## src/rtl/pc_sequencer_if.sv

```systemverilog
// Interface for the pc_sequencer control/memory/datapath signals.
//   slave  : the pc_sequencer itself. It receives en, sel, mdb, calc_out,
//            mem_rdy, irq_req and irq_vec, and drives pc_out, vec_rd,
//            vec_addr, irq_ack, ret_pc and busy.
//   master : the control unit, datapath and memory side (opposite directions).
// WIDTH must match the WIDTH of the pc_sequencer that is connected.
interface pc_sequencer_if #(
  parameter int unsigned WIDTH = 16
);
  logic             en;
  logic [2:0]       sel;
  logic [WIDTH-1:0] mdb;
  logic [WIDTH-1:0] calc_out;
  logic             mem_rdy;
  logic             irq_req;
  logic [WIDTH-1:0] irq_vec;
  logic [WIDTH-1:0] pc_out;
  logic             vec_rd;
  logic [WIDTH-1:0] vec_addr;
  logic             irq_ack;
  logic [WIDTH-1:0] ret_pc;
  logic             busy;

  modport slave (
    input  en, sel, mdb, calc_out, mem_rdy, irq_req, irq_vec,
    output pc_out, vec_rd, vec_addr, irq_ack, ret_pc, busy
  );

  modport master (
    output en, sel, mdb, calc_out, mem_rdy, irq_req, irq_vec,
    input  pc_out, vec_rd, vec_addr, irq_ack, ret_pc, busy
  );
endinterface

```

## src/rtl/pc_sequencer.sv

```systemverilog
// Registered program counter with a five-source next-PC select, a boot-time
// reset-vector fetch and an interrupt-vector fetch handshake.
// Ports:
//   clk  : system clock, all state changes on the rising edge
//   rst  : synchronous active-high reset (returns to the reset-vector fetch)
//   bus  : pc_sequencer_if.slave
//          inputs  en, sel, mdb, calc_out, mem_rdy, irq_req, irq_vec
//          outputs pc_out, vec_rd, vec_addr, irq_ack, ret_pc, busy
// sel: 0 = pc+INC, 1 = hold, 2 = calc_out, 3 = mdb<<1, 4 = mdb, 5-7 = hold.
module pc_sequencer #(
  parameter int unsigned      WIDTH     = 16,
  parameter int unsigned      INC       = 2,
  parameter int unsigned      ALIGN     = 1,
  parameter logic [WIDTH-1:0] RESET_VEC = WIDTH'(16'hFFFE)
) (
  input logic             clk,
  input logic             rst,
  pc_sequencer_if.slave   bus
);

  typedef enum logic [1:0] {
    RST_FETCH,
    RUN,
    IRQ_FETCH
  } state_t;

  state_t           state, state_d;
  logic [WIDTH-1:0] pc, pc_d;
  logic [WIDTH-1:0] ret, ret_d;
  logic [WIDTH-1:0] ivec, ivec_d;
  logic             ack, ack_d;
  logic [WIDTH-1:0] next_pc;
  logic [WIDTH-1:0] mux;

  // Every value loaded into the PC goes through this when ALIGN is set.
  function automatic logic [WIDTH-1:0] align(input logic [WIDTH-1:0] v);
    logic [WIDTH-1:0] r;
    r = v;
    if (ALIGN != 0) r[0] = 1'b0;
    return r;
  endfunction

  assign next_pc = align(pc) + WIDTH'(INC);

  always_comb begin
    mux = pc;
    case (bus.sel)
      3'd0:    mux = next_pc;
      3'd2:    mux = bus.calc_out;
      3'd3:    mux = {bus.mdb[WIDTH-2:0], 1'b0};
      3'd4:    mux = bus.mdb;
      default: mux = pc;
    endcase
  end

  always_comb begin
    state_d = state;
    pc_d    = pc;
    ret_d   = ret;
    ivec_d  = ivec;
    ack_d   = 1'b0;
    case (state)
      RST_FETCH, IRQ_FETCH: begin
        if (bus.mem_rdy) begin
          pc_d    = align(bus.mdb);
          state_d = RUN;
        end
      end
      RUN: begin
        if (bus.en) begin
          // Interrupt wins over the simultaneous load; the target it would
          // have loaded becomes the return address instead.
          if (bus.irq_req) begin
            ret_d   = align(mux);
            ivec_d  = bus.irq_vec;
            ack_d   = 1'b1;
            state_d = IRQ_FETCH;
          end else begin
            pc_d = align(mux);
          end
        end
      end
      default: state_d = RST_FETCH;
    endcase
  end

  always_ff @(posedge clk) begin
    if (rst) begin
      state <= RST_FETCH;
      pc    <= '0;
      ret   <= '0;
      ivec  <= '0;
      ack   <= 1'b0;
    end else begin
      state <= state_d;
      pc    <= pc_d;
      ret   <= ret_d;
      ivec  <= ivec_d;
      ack   <= ack_d;
    end
  end

  assign bus.pc_out   = pc;
  assign bus.ret_pc   = ret;
  assign bus.irq_ack  = ack;
  assign bus.vec_rd   = (state != RUN);
  assign bus.busy     = (state != RUN);
  assign bus.vec_addr = (state == IRQ_FETCH) ? ivec : RESET_VEC;

endmodule
```

## src/flat_wrapper.sv

```systemverilog
// flat-port wrapper written by rule: the top's interface ports become plain ports
module pc_sequencer_flat 
#(
  parameter int unsigned      WIDTH     = 16,
  parameter int unsigned      INC       = 2,
  parameter int unsigned      ALIGN     = 1,
  parameter logic [WIDTH-1:0] RESET_VEC = WIDTH'(16'hFFFE)
)
  (clk, rst, bus_en, bus_sel, bus_mdb, bus_calc_out, bus_mem_rdy, bus_irq_req, bus_irq_vec, bus_pc_out, bus_vec_rd, bus_vec_addr, bus_irq_ack, bus_ret_pc, bus_busy);
  pc_sequencer_if #(.WIDTH(WIDTH)) bus_i ();
  input logic clk;
  input logic rst;
  input wire logic [$bits(bus_i.en)-1:0] bus_en;
  input wire logic [$bits(bus_i.sel)-1:0] bus_sel;
  input wire logic [$bits(bus_i.mdb)-1:0] bus_mdb;
  input wire logic [$bits(bus_i.calc_out)-1:0] bus_calc_out;
  input wire logic [$bits(bus_i.mem_rdy)-1:0] bus_mem_rdy;
  input wire logic [$bits(bus_i.irq_req)-1:0] bus_irq_req;
  input wire logic [$bits(bus_i.irq_vec)-1:0] bus_irq_vec;
  output wire logic [$bits(bus_i.pc_out)-1:0] bus_pc_out;
  output wire logic [$bits(bus_i.vec_rd)-1:0] bus_vec_rd;
  output wire logic [$bits(bus_i.vec_addr)-1:0] bus_vec_addr;
  output wire logic [$bits(bus_i.irq_ack)-1:0] bus_irq_ack;
  output wire logic [$bits(bus_i.ret_pc)-1:0] bus_ret_pc;
  output wire logic [$bits(bus_i.busy)-1:0] bus_busy;
  assign bus_i.en = bus_en;
  assign bus_i.sel = bus_sel;
  assign bus_i.mdb = bus_mdb;
  assign bus_i.calc_out = bus_calc_out;
  assign bus_i.mem_rdy = bus_mem_rdy;
  assign bus_i.irq_req = bus_irq_req;
  assign bus_i.irq_vec = bus_irq_vec;
  assign bus_pc_out = bus_i.pc_out;
  assign bus_vec_rd = bus_i.vec_rd;
  assign bus_vec_addr = bus_i.vec_addr;
  assign bus_irq_ack = bus_i.irq_ack;
  assign bus_ret_pc = bus_i.ret_pc;
  assign bus_busy = bus_i.busy;
  pc_sequencer #(.WIDTH(WIDTH), .INC(INC), .ALIGN(ALIGN), .RESET_VEC(RESET_VEC)) u_core (.clk(clk), .rst(rst), .bus(bus_i));
endmodule
```

## config.mk

```make
export PLATFORM = sky130hd
export DESIGN_NAME = pc_sequencer_flat
export DESIGN_NICKNAME = d
export VERILOG_FILES = /design/src/rtl/pc_sequencer_if.sv /design/src/rtl/pc_sequencer.sv /design/src/flat_wrapper.sv
export SDC_FILE = /design/constraint.sdc
export NUM_CORES = 1
export LEC_CHECK = 0
export ABC_AREA = 1
export BUFFER_PORTS_ARGS = -buffer_cell sky130_fd_sc_hd__buf_2
export CAP_MARGIN = 15
export CORE_ASPECT_RATIO = 0.75
export CORE_MARGIN = 2
export CORE_UTILIZATION = 54
export CTS_BUF_LIST = sky130_fd_sc_hd__clkbuf_8 sky130_fd_sc_hd__clkbuf_16
export DETAILED_ROUTE_END_ITERATION = 16
export GPL_TIMING_DRIVEN = 0
export PLACE_DENSITY = 0.83
export SLEW_MARGIN = 10
export SYNTH_ARGS = -nofsm -noshare
export SYNTH_HDL_FRONTEND = slang
export SYNTH_SLANG_ARGS = --single-unit
```

## constraint.sdc

```tcl
create_clock -name clk -period 3.75 [get_ports clk]
set_input_delay 0.1875 -clock clk [delete_from_list [all_inputs] [get_ports clk]]
set_output_delay 0.1875 -clock clk [all_outputs]
set_load 0.01 [all_outputs]
```

==> out/summary.md <==
The run gives 0 as the number of buffers added to fix hold violations after cts. The y dimension of the die was 68.1 um; the pin slew with the least headroom to its limit was 0.542 ns. The wire length of the first global-routing pass is 13,900 um.

The biggest area contributor in the post-synthesis netlist is sky130_fd_sc_hd__dfxtp_1. The tools report the sequential share of the synthesized area as 0.332. The share of synthesized area spent on multiplexers is 0, and the storage element area is 981 sq um. The run gives 0 as the leftover overflow at the end of global routing. Once layout is done, the placed cells without fillers occupy 0.00365 sq mm. The area share of the leading cell type in the synthesized netlist came out at 0.332. The routed via count divided by cell count works out to 5.33. The synthesized-area fraction occupied by ao, oa, aoi and oai cells came out at 0.195. The Yosys step of the flow raised 0 warnings. After synthesis the cells add up to 0.00296 sq mm.

Total power divided by cell area: 332 mW/mm^2. The tools report the CTS root buffer as sky130_fd_sc_hd__clkbuf_8. The placed wire-length estimate was 6840 um; the synthesis-to-finish area growth was 23.5%. Number of buffers added for setup after CTS: 0. The average instance in the mapped netlist occupies 6.42 sq um.

STA classifies the critical path startpoint as a register. For the net total in the final layout, the log shows 628. For the worst slack on hold paths, the log shows 0.0972 ns. The largest family of logic cells by synthesized area is simple AND/OR/NAND/NOR gates.

Global-route total usage across every layer: 0.294. The count of clock tree sinks is 49. The max-slew violation total from the final report was 0. In the final timing run, aggregate negative setup slack is 0 ns. The critical-path maximum fanout works out to 11.

The startpoint-to-endpoint class of the critical path is register to primary output. For the endpoint arrival time on the critical path, the log shows 1.68 ns. The die area was 0.00609 sq mm; the number of antenna violations at the first check in global routing was 0.

The tools report the count of standard-cell rows as 23. The detailed-route via count is 3,451, and the period utilization is 0.499. Power consumption: 1.21 mW. The simple-gate area share of the yosys netlist works out to 0.364.

The startpoint identified for the worst register-to-register timing path is u_core.bus.pc_out[1]. In the final layout, the multi-input gates occupy 0.00168 sq mm. In the final routed layout, each cell accounts on average for 13.7 um. For the routability-driven placement congestion ratio, the log shows 0.893.

The fraction of final layout cells sized beyond drive strength 1 was 0.295; the post-synthesis cell type count was 28. Summed over all nets, the switching power comes to 0.411 mW. The met1 global-route usage was 0.418; the total of cells resized after clock tree synthesis was 0. The arithmetic-cell share of the synthesized area counting full adders, half adders and majority gates works out to 0.00423. The worst relative slew slack was 0.638. Number of synthesized register bits: 49. The maximum root-to-sink buffer count is 2, and the post-layout minimum cycle time is 1.87 ns. Based on the critical path, the design can be clocked at up to 535 MHz. During placement, the flow inserted port buffers numbering 102. The number of inserted filler cells in the final layout was 500. The clock slew at the register clock pins of the worst setup and hold paths was 0.09 ns; the async set-reset flop share out of synthesis was 0. The logs give 0.264 for the clock network fraction of design power and 0 for the number of antenna diodes. The clock latency on the worst-skew pair was 0.31 ns; the first-iteration detailed-routing DRC count was 245. The worst setup path startpoint was u_core.state[1]. The largest net degree at the start of global routing is 16, and the total count of hold-check failures in the final report is 0. Post-synthesis xor/xnor area fraction: 0.00296.

The fraction of met2 tracks used by global routing is 0.448, and the internal power summed over all cells is 0.801 mW. The logs give 0.00746 ns for the post-route clock skew and 0.00532 sq mm for the placeable core area. Share of total power consumed by net switching: 0.339.

After detailed placement, the total cell area comes to 0.00357 sq mm. Required time reported for the critical path endpoint: 3.56 ns. The tool flagged a number of max-cap violations equal to 0. The most common cell in the synthesized netlist is sky130_fd_sc_hd__nand2_1. The remaining antenna violation count after routing was 0. The worst hold path begins at bus_irq_vec[8].

Setup violations remaining at the end of the flow were counted as 0. Setup repair after global routing left no endpoint under its margin. The H-tree was split into 2 levels.

For this run, design rule violations remaining after detail routing come to 0. Sorting the synthesized cells by area gives the leading types as sky130_fd_sc_hd__dfxtp_1 33%, sky130_fd_sc_hd__nand2_1 11%, sky130_fd_sc_hd__nor2_1 9.3%. The number of global-route vias before repair is 3,018.

The count of flip-flops with a built-in enable after synthesis is 0. The busiest layer in global routing is met2. The starting utilization of the core area is 0.556. The floorplan step set the die width to 89.5 um.

Final wirelength: 8880 um. The worst hold path class was primary input to register. The logs give 107 for the I/O pin count and 0.250 for the part of the power in combinational logic. The tools report the fraction of power consumed by sequential logic as 0.486. The dominant register cell in the synthesized netlist was sky130_fd_sc_hd__dfxtp_1. The flow ran to the end, and the final reports show no timing, DRC or antenna violations. The tools report the capturing element type of the critical path as a primary output.

The post-synthesis instance total is 461, and the number of buffers created by CTS is 5. Before antenna repair, the detailed router went through 5 iterations. The commonest cells after synthesis are 86 x sky130_fd_sc_hd__nand2_1, 73 x sky130_fd_sc_hd__nor2_1, 49 x sky130_fd_sc_hd__dfxtp_1, 47 x sky130_fd_sc_hd__a21oi_1, 46 x sky130_fd_sc_hd__o21ai_0.

The logs give 0.0507 for the met3 layer usage reported by global route and 214 uV for the maximum resistive drop on vdd. For the static leakage, the log shows 1.78 nW. TritonCTS built the clock tree.
stage by stage:
stage               setup WS, ns  cells   util
floorplan                   2.29    462      -
global placement            2.12    639  0.670
detailed placement          2.05    639  0.670
CTS                         1.90    647  0.686
global route                1.79    647  0.686
finish                      1.88    647  0.686
critical path, stage by stage, from the launching register on:
cell and delay, ns:
sky130_fd_sc_hd__dfxtp_1 0.32, sky130_fd_sc_hd__inv_1 0.05, sky130_fd_sc_hd__nand2_2 0.22, sky130_fd_sc_hd__clkbuf_1 0.47
sky130_fd_sc_hd__buf_4 0.20, sky130_fd_sc_hd__buf_2 0.12
final timing paths:
path                                to  cells past startpoint  slack (ns)
setup / recovery            bus_vec_rd                      5        1.88
hold reg to reg         u_core.ivec[0]                      2        0.48
hold / removal          u_core.ivec[8]                      3         0.1
setup reg to reg  u_core.bus.pc_out[9]                      9        1.99
state kept, by name, indices dropped and copies added, names as in the netlist:
register / count
u_core.bus.irq_ack: 1
u_core.bus.pc_out: 15
u_core.bus.ret_pc: 15
u_core.ivec: 16
u_core.state: 2
power by group through the flow:
stage	Sequential, mW	Combinational [mW]	Clock [mW]
after floorplan	0.604	0.177	0
after global placement	0.598	0.293	0
after detailed placement	0.599	0.299	0
after CTS	0.587	0.300	0.324
after global routing	0.593	0.338	0.342
final	0.588	0.303	0.320
cells in the final DEF, fill, tap and decap left out, types with 5 or more instances in the layout:
cell,Yosys,routed
sky130_fd_sc_hd__buf_2,4,106
sky130_fd_sc_hd__nand2_1,86,86
sky130_fd_sc_hd__nor2_1,73,73
sky130_fd_sc_hd__dfxtp_1,49,49
sky130_fd_sc_hd__a21oi_1,47,47
sky130_fd_sc_hd__o21ai_0,46,46
sky130_fd_sc_hd__inv_1,36,37
sky130_fd_sc_hd__nand3_1,25,25
sky130_fd_sc_hd__or2_2,18,18
sky130_fd_sc_hd__nand4_1,11,11
sky130_fd_sc_hd__o21ai_1,11,11
sky130_fd_sc_hd__clkbuf_1,9,9
sky130_fd_sc_hd__inv_2,8,8
sky130_fd_sc_hd__buf_4,6,6
sky130_fd_sc_hd__nand2_2,5,5
sky130_fd_sc_hd__nor2_2,5,5
sky130_fd_sc_hd__nor3_2,5,5
sky130_fd_sc_hd__clkbuf_8,0,5
per-layer routing:
metal	part of all wire	vias up
li1	-	1715
met1	0.46	1547
met2	0.44	167
met3	0.078	22
met4	0.022	0
met5	0	-
logic make-up after synthesis:
kind of cell	Yosys count
adder cells (fa/ha/maj)	1
XOR/XNOR	1
flip-flops	49
AND/OR/NAND/NOR	234
other	1
buffers and inverters	66
AO/OA/AOI/OAI	109
area by class of cell:
| type | count | area share |
|---|---|---|
| tap | 75 | 0.0257 |
| multi-input combinational | 347 | 0.461 |
| buffer | 22 | 0.0363 |
| inverter | 44 | 0.0452 |
| timing repair buffer | 102 | 0.140 |
| clock inverter | 3 | 0.00514 |
| clock buffer | 5 | 0.0188 |
| sequential | 49 | 0.268 |
Power figures use the tool's default switching activity.
